File: config.mk
export PLATFORM = sky130hd
export DESIGN_NAME = fp32_mac_ctrl
export DESIGN_NICKNAME = d
export VERILOG_FILES = /design/src/rtl/fp32_mac_ctrl.sv
export SDC_FILE = /design/constraint.sdc
export NUM_CORES = 1
export LEC_CHECK = 0
export CAP_MARGIN = 30
export CORE_AREA = 2 2 134 136
export CTS_CLUSTER_SIZE = 12
export DETAILED_ROUTE_END_ITERATION = 6
export DIE_AREA = 0 0 136 138
export GPL_TIMING_DRIVEN = 0
export PLACE_DENSITY = 0.74
export SKIP_LAST_GASP = 1
export SLEW_MARGIN = 20
export SYNTH_ARGS = -nofsm -noshare
export SYNTH_HDL_FRONTEND = slang
export SYNTH_SLANG_ARGS = --single-unit
File: constraint.sdc
create_clock -name CLK_I -period 1.9 [get_ports CLK_I]
set_input_delay 0.285 -clock CLK_I [delete_from_list [all_inputs] [get_ports CLK_I]]
set_output_delay 0.285 -clock CLK_I [all_outputs]
set_load 0.01 [all_outputs]
File: src/rtl/fp32_mac_ctrl.sv
// -----------------------------------------------------------------------------
// fp32_mac_ctrl
//
// Sequences one single-precision multiply-accumulate (A*B+C) per received
// frame: captures the three operands from the receiver, issues them to an
// external FP32 MAC, waits (bounded) for its result and hands the result to a
// transmitter. Frames that arrive while a previous one is still in flight are
// dropped and flagged; a MAC that never answers is flagged and abandoned.
//
// Parameters
//   MAC_TIMEOUT  cycles to wait for MAC_DONE_I after MAC_START_O (>= 1)
//   CNT_W        width of the delivered-frame counter
//
// Ports
//   CLK_I         in   1      sole clock, rising edge
//   RSTL_I        in   1      asynchronous active-low reset
//   RX_VALID_I    in   1      receiver level, low while a frame is received
//   RX_DATA_I     in   96     operands A=[31:0], B=[63:32], C=[95:64]
//   RX_READY_O    out  1      high only while idle
//   MAC_START_O   out  1      one-cycle operand-issue pulse
//   MAC_A_O/B/C   out  32     registered operands
//   MAC_DONE_I    in   1      one-cycle result-valid pulse
//   MAC_RESULT_I  in   32     MAC result
//   TX_START_O    out  1      one-cycle transmit request
//   TX_DATA_O     out  32     registered result
//   TX_BUSY_I     in   1      transmitter busy level
//   OVERRUN_O     out  1      sticky: a frame was dropped
//   TIMEOUT_O     out  1      sticky: the MAC failed to answer in time
//   FRAME_CNT_O   out  CNT_W  results handed to the transmitter (wrapping)
// -----------------------------------------------------------------------------
module fp32_mac_ctrl #(
  parameter int MAC_TIMEOUT = 1024,
  parameter int CNT_W       = 16
) (
  input  logic             CLK_I,
  input  logic             RSTL_I,
  input  logic             RX_VALID_I,
  input  logic [95:0]      RX_DATA_I,
  output logic             RX_READY_O,
  output logic             MAC_START_O,
  output logic [31:0]      MAC_A_O,
  output logic [31:0]      MAC_B_O,
  output logic [31:0]      MAC_C_O,
  input  logic             MAC_DONE_I,
  input  logic [31:0]      MAC_RESULT_I,
  output logic             TX_START_O,
  output logic [31:0]      TX_DATA_O,
  input  logic             TX_BUSY_I,
  output logic             OVERRUN_O,
  output logic             TIMEOUT_O,
  output logic [CNT_W-1:0] FRAME_CNT_O
);

  // Wide enough to hold MAC_TIMEOUT itself; the counter only ever reaches
  // MAC_TIMEOUT-1, at which point the wait is abandoned.
  localparam int              TO_W    = $clog2(MAC_TIMEOUT + 1);
  localparam logic [TO_W-1:0] TO_LAST = TO_W'(MAC_TIMEOUT - 1);

  typedef enum logic [2:0] {
    IDLE     = 3'd0,
    ISSUE    = 3'd1,
    MAC_WAIT = 3'd2,
    TX_REQ   = 3'd3,
    TX_WAIT  = 3'd4
  } state_t;

  state_t            state_reg,     state_next;
  logic              rx_prev_reg;
  logic              mac_start_reg, mac_start_next;
  logic              tx_start_reg,  tx_start_next;
  logic [31:0]       tx_data_reg,   tx_data_next;
  logic              overrun_reg,   overrun_next;
  logic              timeout_reg,   timeout_next;
  logic [CNT_W-1:0]  frame_cnt_reg, frame_cnt_next;
  logic [TO_W-1:0]   to_cnt_reg,    to_cnt_next;

  logic              frame_event;
  logic              load_ops;
  logic [31:0]       op_q [3];

  // A frame has just completed when the valid level rises. The history
  // register resets to 1 so a level already high out of reset is ignored.
  assign frame_event = RX_VALID_I & ~rx_prev_reg;

  // ---------------------------------------------------------------------------
  // Operand lanes: lane 0 = A, lane 1 = B, lane 2 = C. Loaded only from IDLE,
  // so a dropped frame can never disturb operands already issued.
  // ---------------------------------------------------------------------------
  for (genvar gi = 0; gi < 3; gi++) begin : g_lane
    logic [31:0] lane_reg;

    always_ff @(posedge CLK_I or negedge RSTL_I) begin
      if (!RSTL_I) begin
        lane_reg <= '0;
      end else if (load_ops) begin
        lane_reg <= RX_DATA_I[gi*32 +: 32];
      end
    end

    assign op_q[gi] = lane_reg;
  end

  // ---------------------------------------------------------------------------
  // State and datapath registers
  // ---------------------------------------------------------------------------
  always_ff @(posedge CLK_I or negedge RSTL_I) begin
    if (!RSTL_I) begin
      state_reg     <= IDLE;
      rx_prev_reg   <= 1'b1;
      mac_start_reg <= 1'b0;
      tx_start_reg  <= 1'b0;
      tx_data_reg   <= '0;
      overrun_reg   <= 1'b0;
      timeout_reg   <= 1'b0;
      frame_cnt_reg <= '0;
      to_cnt_reg    <= '0;
    end else begin
      state_reg     <= state_next;
      rx_prev_reg   <= RX_VALID_I;
      mac_start_reg <= mac_start_next;
      tx_start_reg  <= tx_start_next;
      tx_data_reg   <= tx_data_next;
      overrun_reg   <= overrun_next;
      timeout_reg   <= timeout_next;
      frame_cnt_reg <= frame_cnt_next;
      to_cnt_reg    <= to_cnt_next;
    end
  end

  // ---------------------------------------------------------------------------
  // Next-state and output logic
  // The start pulses are registered: they appear the cycle after the state
  // that requests them, which gives the two-cycle frame->issue and
  // done->transmit latencies. Each is raised from a different state, so the
  // two pulses can never coincide.
  // ---------------------------------------------------------------------------
  always_comb begin
    state_next     = state_reg;
    mac_start_next = 1'b0;
    tx_start_next  = 1'b0;
    tx_data_next   = tx_data_reg;
    overrun_next   = overrun_reg;
    timeout_next   = timeout_reg;
    frame_cnt_next = frame_cnt_reg;
    to_cnt_next    = to_cnt_reg;
    load_ops       = 1'b0;

    // Any frame outside IDLE is dropped and remembered until reset.
    if (frame_event && (state_reg != IDLE)) begin
      overrun_next = 1'b1;
    end

    case (state_reg)
      IDLE: begin
        if (frame_event) begin
          load_ops   = 1'b1;
          state_next = ISSUE;
        end
      end

      ISSUE: begin
        mac_start_next = 1'b1;
        to_cnt_next    = '0;
        state_next     = MAC_WAIT;
      end

      MAC_WAIT: begin
        if (MAC_DONE_I) begin
          tx_data_next = MAC_RESULT_I;
          state_next   = TX_REQ;
        end else if (to_cnt_reg == TO_LAST) begin
          // MAC_TIMEOUT cycles elapsed without a result: give up on this
          // frame, keep the previous TX data and go back for the next one.
          timeout_next = 1'b1;
          state_next   = IDLE;
        end else begin
          to_cnt_next = to_cnt_reg + 1'b1;
        end
      end

      TX_REQ: begin
        if (!TX_BUSY_I) begin
          tx_start_next  = 1'b1;
          frame_cnt_next = frame_cnt_reg + 1'b1;
          state_next     = TX_WAIT;
        end
      end

      TX_WAIT: begin
        // The TX_START pulse is visible during the first cycle here, so this
        // state always lasts at least one cycle before the busy test matters.
        if (!TX_BUSY_I) begin
          state_next = IDLE;
        end
      end

      default: begin
        state_next = IDLE;
      end
    endcase
  end

  // ---------------------------------------------------------------------------
  // Outputs
  // ---------------------------------------------------------------------------
  assign RX_READY_O  = (state_reg == IDLE);
  assign MAC_START_O = mac_start_reg;
  assign MAC_A_O     = op_q[0];
  assign MAC_B_O     = op_q[1];
  assign MAC_C_O     = op_q[2];
  assign TX_START_O  = tx_start_reg;
  assign TX_DATA_O   = tx_data_reg;
  assign OVERRUN_O   = overrun_reg;
  assign TIMEOUT_O   = timeout_reg;
  assign FRAME_CNT_O = frame_cnt_reg;

endmodule

==> metrics.txt <==
outcome finished clean; Comb pwr share 0.411; clock transition at the registers of the reported paths 0.06 ns; max-cap violations 0; Fmax approximately 0.55 GHz; crit-path max cell delay between 0.4 and 0.5 ns; Synth top area share 0.629; number of remaining DRC errors 0; initial antenna violation count 0; Max Slew Vio Count 0; Synth cell types 46; CTS tree done; TNS Setup 0 ns; Avg Cell Area, Syn roughly 15 um2; Pleak around 4.4 nW; hold path depth 1; drt total wl 16700 um; pin count of the biggest net entering global routing 83; Pre-antenna DRT Iters 4; Final Hold Viols 0; Yosys top cell by area dfrtp_1; most common cell in the netlist dfrtp_1; first-pass GRT wire length 26700 um; worst reg2reg path depth 5; antenna viol nets, final 0; Clk pwr share 0.229; Clock Latency Late Sink 0.42 ns; syn nets ~570; worst hold slack about 0.34 ns; Mapped Cells ~430; Vias 4703; clock skew 0.00788 ns; r2r setup slk roughly 0.082 ns; post-detailed-route wirelength per cell 17.0 um; register bit total from synthesis 163; post-layout util 0.588; RSZ-0062 raised after global routing yes; vias per cell between 4 and 5; Area contributors post-synth dfrtp_1 63%, mux2_2 15%, mux2_1 7.3%; Final period util 0.957; PD cells around 1600 nW/um2; YS warnings 0; crit-path max FO 10; Hold Crit Start RX_VALID_I; Int Pwr around 11 mW; crit path cell chain buf_2 -> or3b_4 -> nor2_4 -> a21oi_4 -> a221o_1; crit path time final roughly 1.8 ns; Critical Path End Type register; Core ar. about 18000 um2; Nets just under 900; synth cell count leaders 162 x dfrtp_1, 87 x mux2_2, 42 x mux2_1; Net Switching approximately 4.8 mW; sequential area share after synthesis 0.634; worst hold endpoint rx_prev_reg$_DFF_PN1_; I/O Buffers 281; Die X 136 um; Sw Share 0.293; DR iter-0 viols ~150; placed cells ~940; Slew HR 0.587; P&R area growth vs syn 60.1%; Seq pwr share 0.361; Tightest Pin Transition 0.619 ns; number of synthesized flops with an enable pin 0; Mapped Area 6440 um2; dominant synthesized flop cell dfrtp_1; H-tree level count 4; non-filler cells, final about 980; worst vdd ir between 0.9 and 1 mV; CTS root buf clkbuf_16; Post-synth ARST share 1.00; reg-to-reg critical path startpoint state_reg[1]$_DFFE_PN0P_; clock buffer count from CTS 17; Starting Density 0.367; clk sinks between 150 and 200; crit path launch type register; Setup Viol. Count Final 0; HP Class in2reg; WP data arrival roughly 2.1 ns; layout cells sized above 1 0.206; HPWL Detailed between 10000 and 15000 um; Worst path slowest cell or3b_4; die footprint about 19000 um2; R2R Path End to_cnt_reg[7]$_DFFE_PN0P_; clk buf depth 2; Die Y ~140 um; Antenna Cells 0; num rows 49; vias in the first global route 5139; Overflow after GRT 0; GRT Util Overall 0.181; Critical Path RT 2.20 ns; # IOs about 280; Crit Path Class reg2reg; GPL Wtd Cong around 0.79
[logic make-up after synthesis]
logic type,synth area share
simple gates,0.0649
xor+xnor,0.0204
fa+ha+maj,0.00389
flops,0.634
buf+inv,0.0239
mux,0.226
compound gates,0.0278
[placed cells by master (no fill, tap or decap), types with 3 or more instances in the layout]
cell type	instances
clkbuf_16	17
a21oi_1	4
nand3_1	12
nand2_1	17
xnor2_1	11
buf_2	8
o21ai_0	8
nor3_1	3
nor2_1	9
mux2_1	42
dfrtp_1	160
xor2_1	4
bufinv_16	5
a31oi_1	6
nand4_1	5
inv_6	3
and3_1	5
buf_6	8
clkdlybuf4s50_1	279
inv_1	6
mux2_2	86
buf_4	6
[what timing repair did]
| action | in CTS | in global routing |
|---|---|---|
| hold buffers | 1 | 0 |
| setup endpoints to repair | 134 | 83 |
| pin swaps | 4 | 3 |
| setup buffers | 5 | 1 |
| gates resized for setup | 5 | 9 |
| hold endpoints to repair | 80 | 0 |
| cloned | 0 | 0 |
[worst max path at each step]
stage | startpoint | end | slack (ns) | cells past startpoint
after CTS | state_reg[1]$_DFFE_PN0P_ | MAC_C_O[0]$_DFFE_PN0P_ | -0.01 | 7
after floorplan | to_cnt_reg[0]$_DFFE_PN0P_ | to_cnt_reg[4]$_DFFE_PN0P_ | 0.14 | 6
final | state_reg[1]$_DFFE_PN0P_ | to_cnt_reg[7]$_DFFE_PN0P_ | 0.08 | 5
after global placement | RSTL_I | MAC_A_O[7]$_DFFE_PN0P_ | -5.79 | 1
after detailed placement | RX_VALID_I | MAC_C_O[0]$_DFFE_PN0P_ | -0.26 | 5
after global routing | state_reg[1]$_DFFE_PN0P_ | to_cnt_reg[7]$_DFFE_PN0P_ | -0.01 | 5
[per-stage QoR]
step           setup WS, ns  power (mW)  instance area (um2)
6_report             0.0822        16.2                10300
5_1_grt             -0.0132        17.1                10300
4_1_cts             -0.0139        16.3                10300
3_5_place_dp         -0.259        12.5                 9570
3_3_place_gp          -5.79        12.2                 9540
2_1_floorplan         0.136        8.52                 6440
[power by group through the flow]
stage | Clock [mW] | Combinational, mW | Sequential [mW]
floorplan | 0 | 2.02 | 6.49
global placement | 0 | 6.44 | 5.80
detailed placement | 0 | 6.60 | 5.89
CTS | 3.80 | 6.70 | 5.84
global route | 3.97 | 7.10 | 6.04
finish | 3.71 | 6.66 | 5.84
[layout make-up]
class	instances	area (um2)
Sequential cell	163	4080
Inverter	6	22.5
Fill cell	1409	7220
Tap cell	229	287
Multi-Input combinational cell	245	2260
Clock buffer	18	429
Buffer	16	130
Clock inverter	12	205
Timing Repair Buffer	289	2900
[per-layer routing]
| metal | global-route usage | vias to the layer above | wire (um) |
|---|---|---|---|
| met1 | 0.209 | 2319 | 6470 |
| met3 | 0.0469 | 48 | 1190 |
| li1 | - | 2141 | - |
| met5 | 0 | - | 0 |
| met4 | 0.0833 | 0 | 594 |
| met2 | 0.314 | 195 | 8420 |
[critical path, delay by kind of cell (launching register included)]
kind	cells	cell delay, ns
and+or+nand+nor	2	0.68
buffers and inverters	1	0.21
AOI/OAI and AO/OA	2	0.47
DFF	1	0.35
No activity file was read; power rests on OpenSTA's default activity.
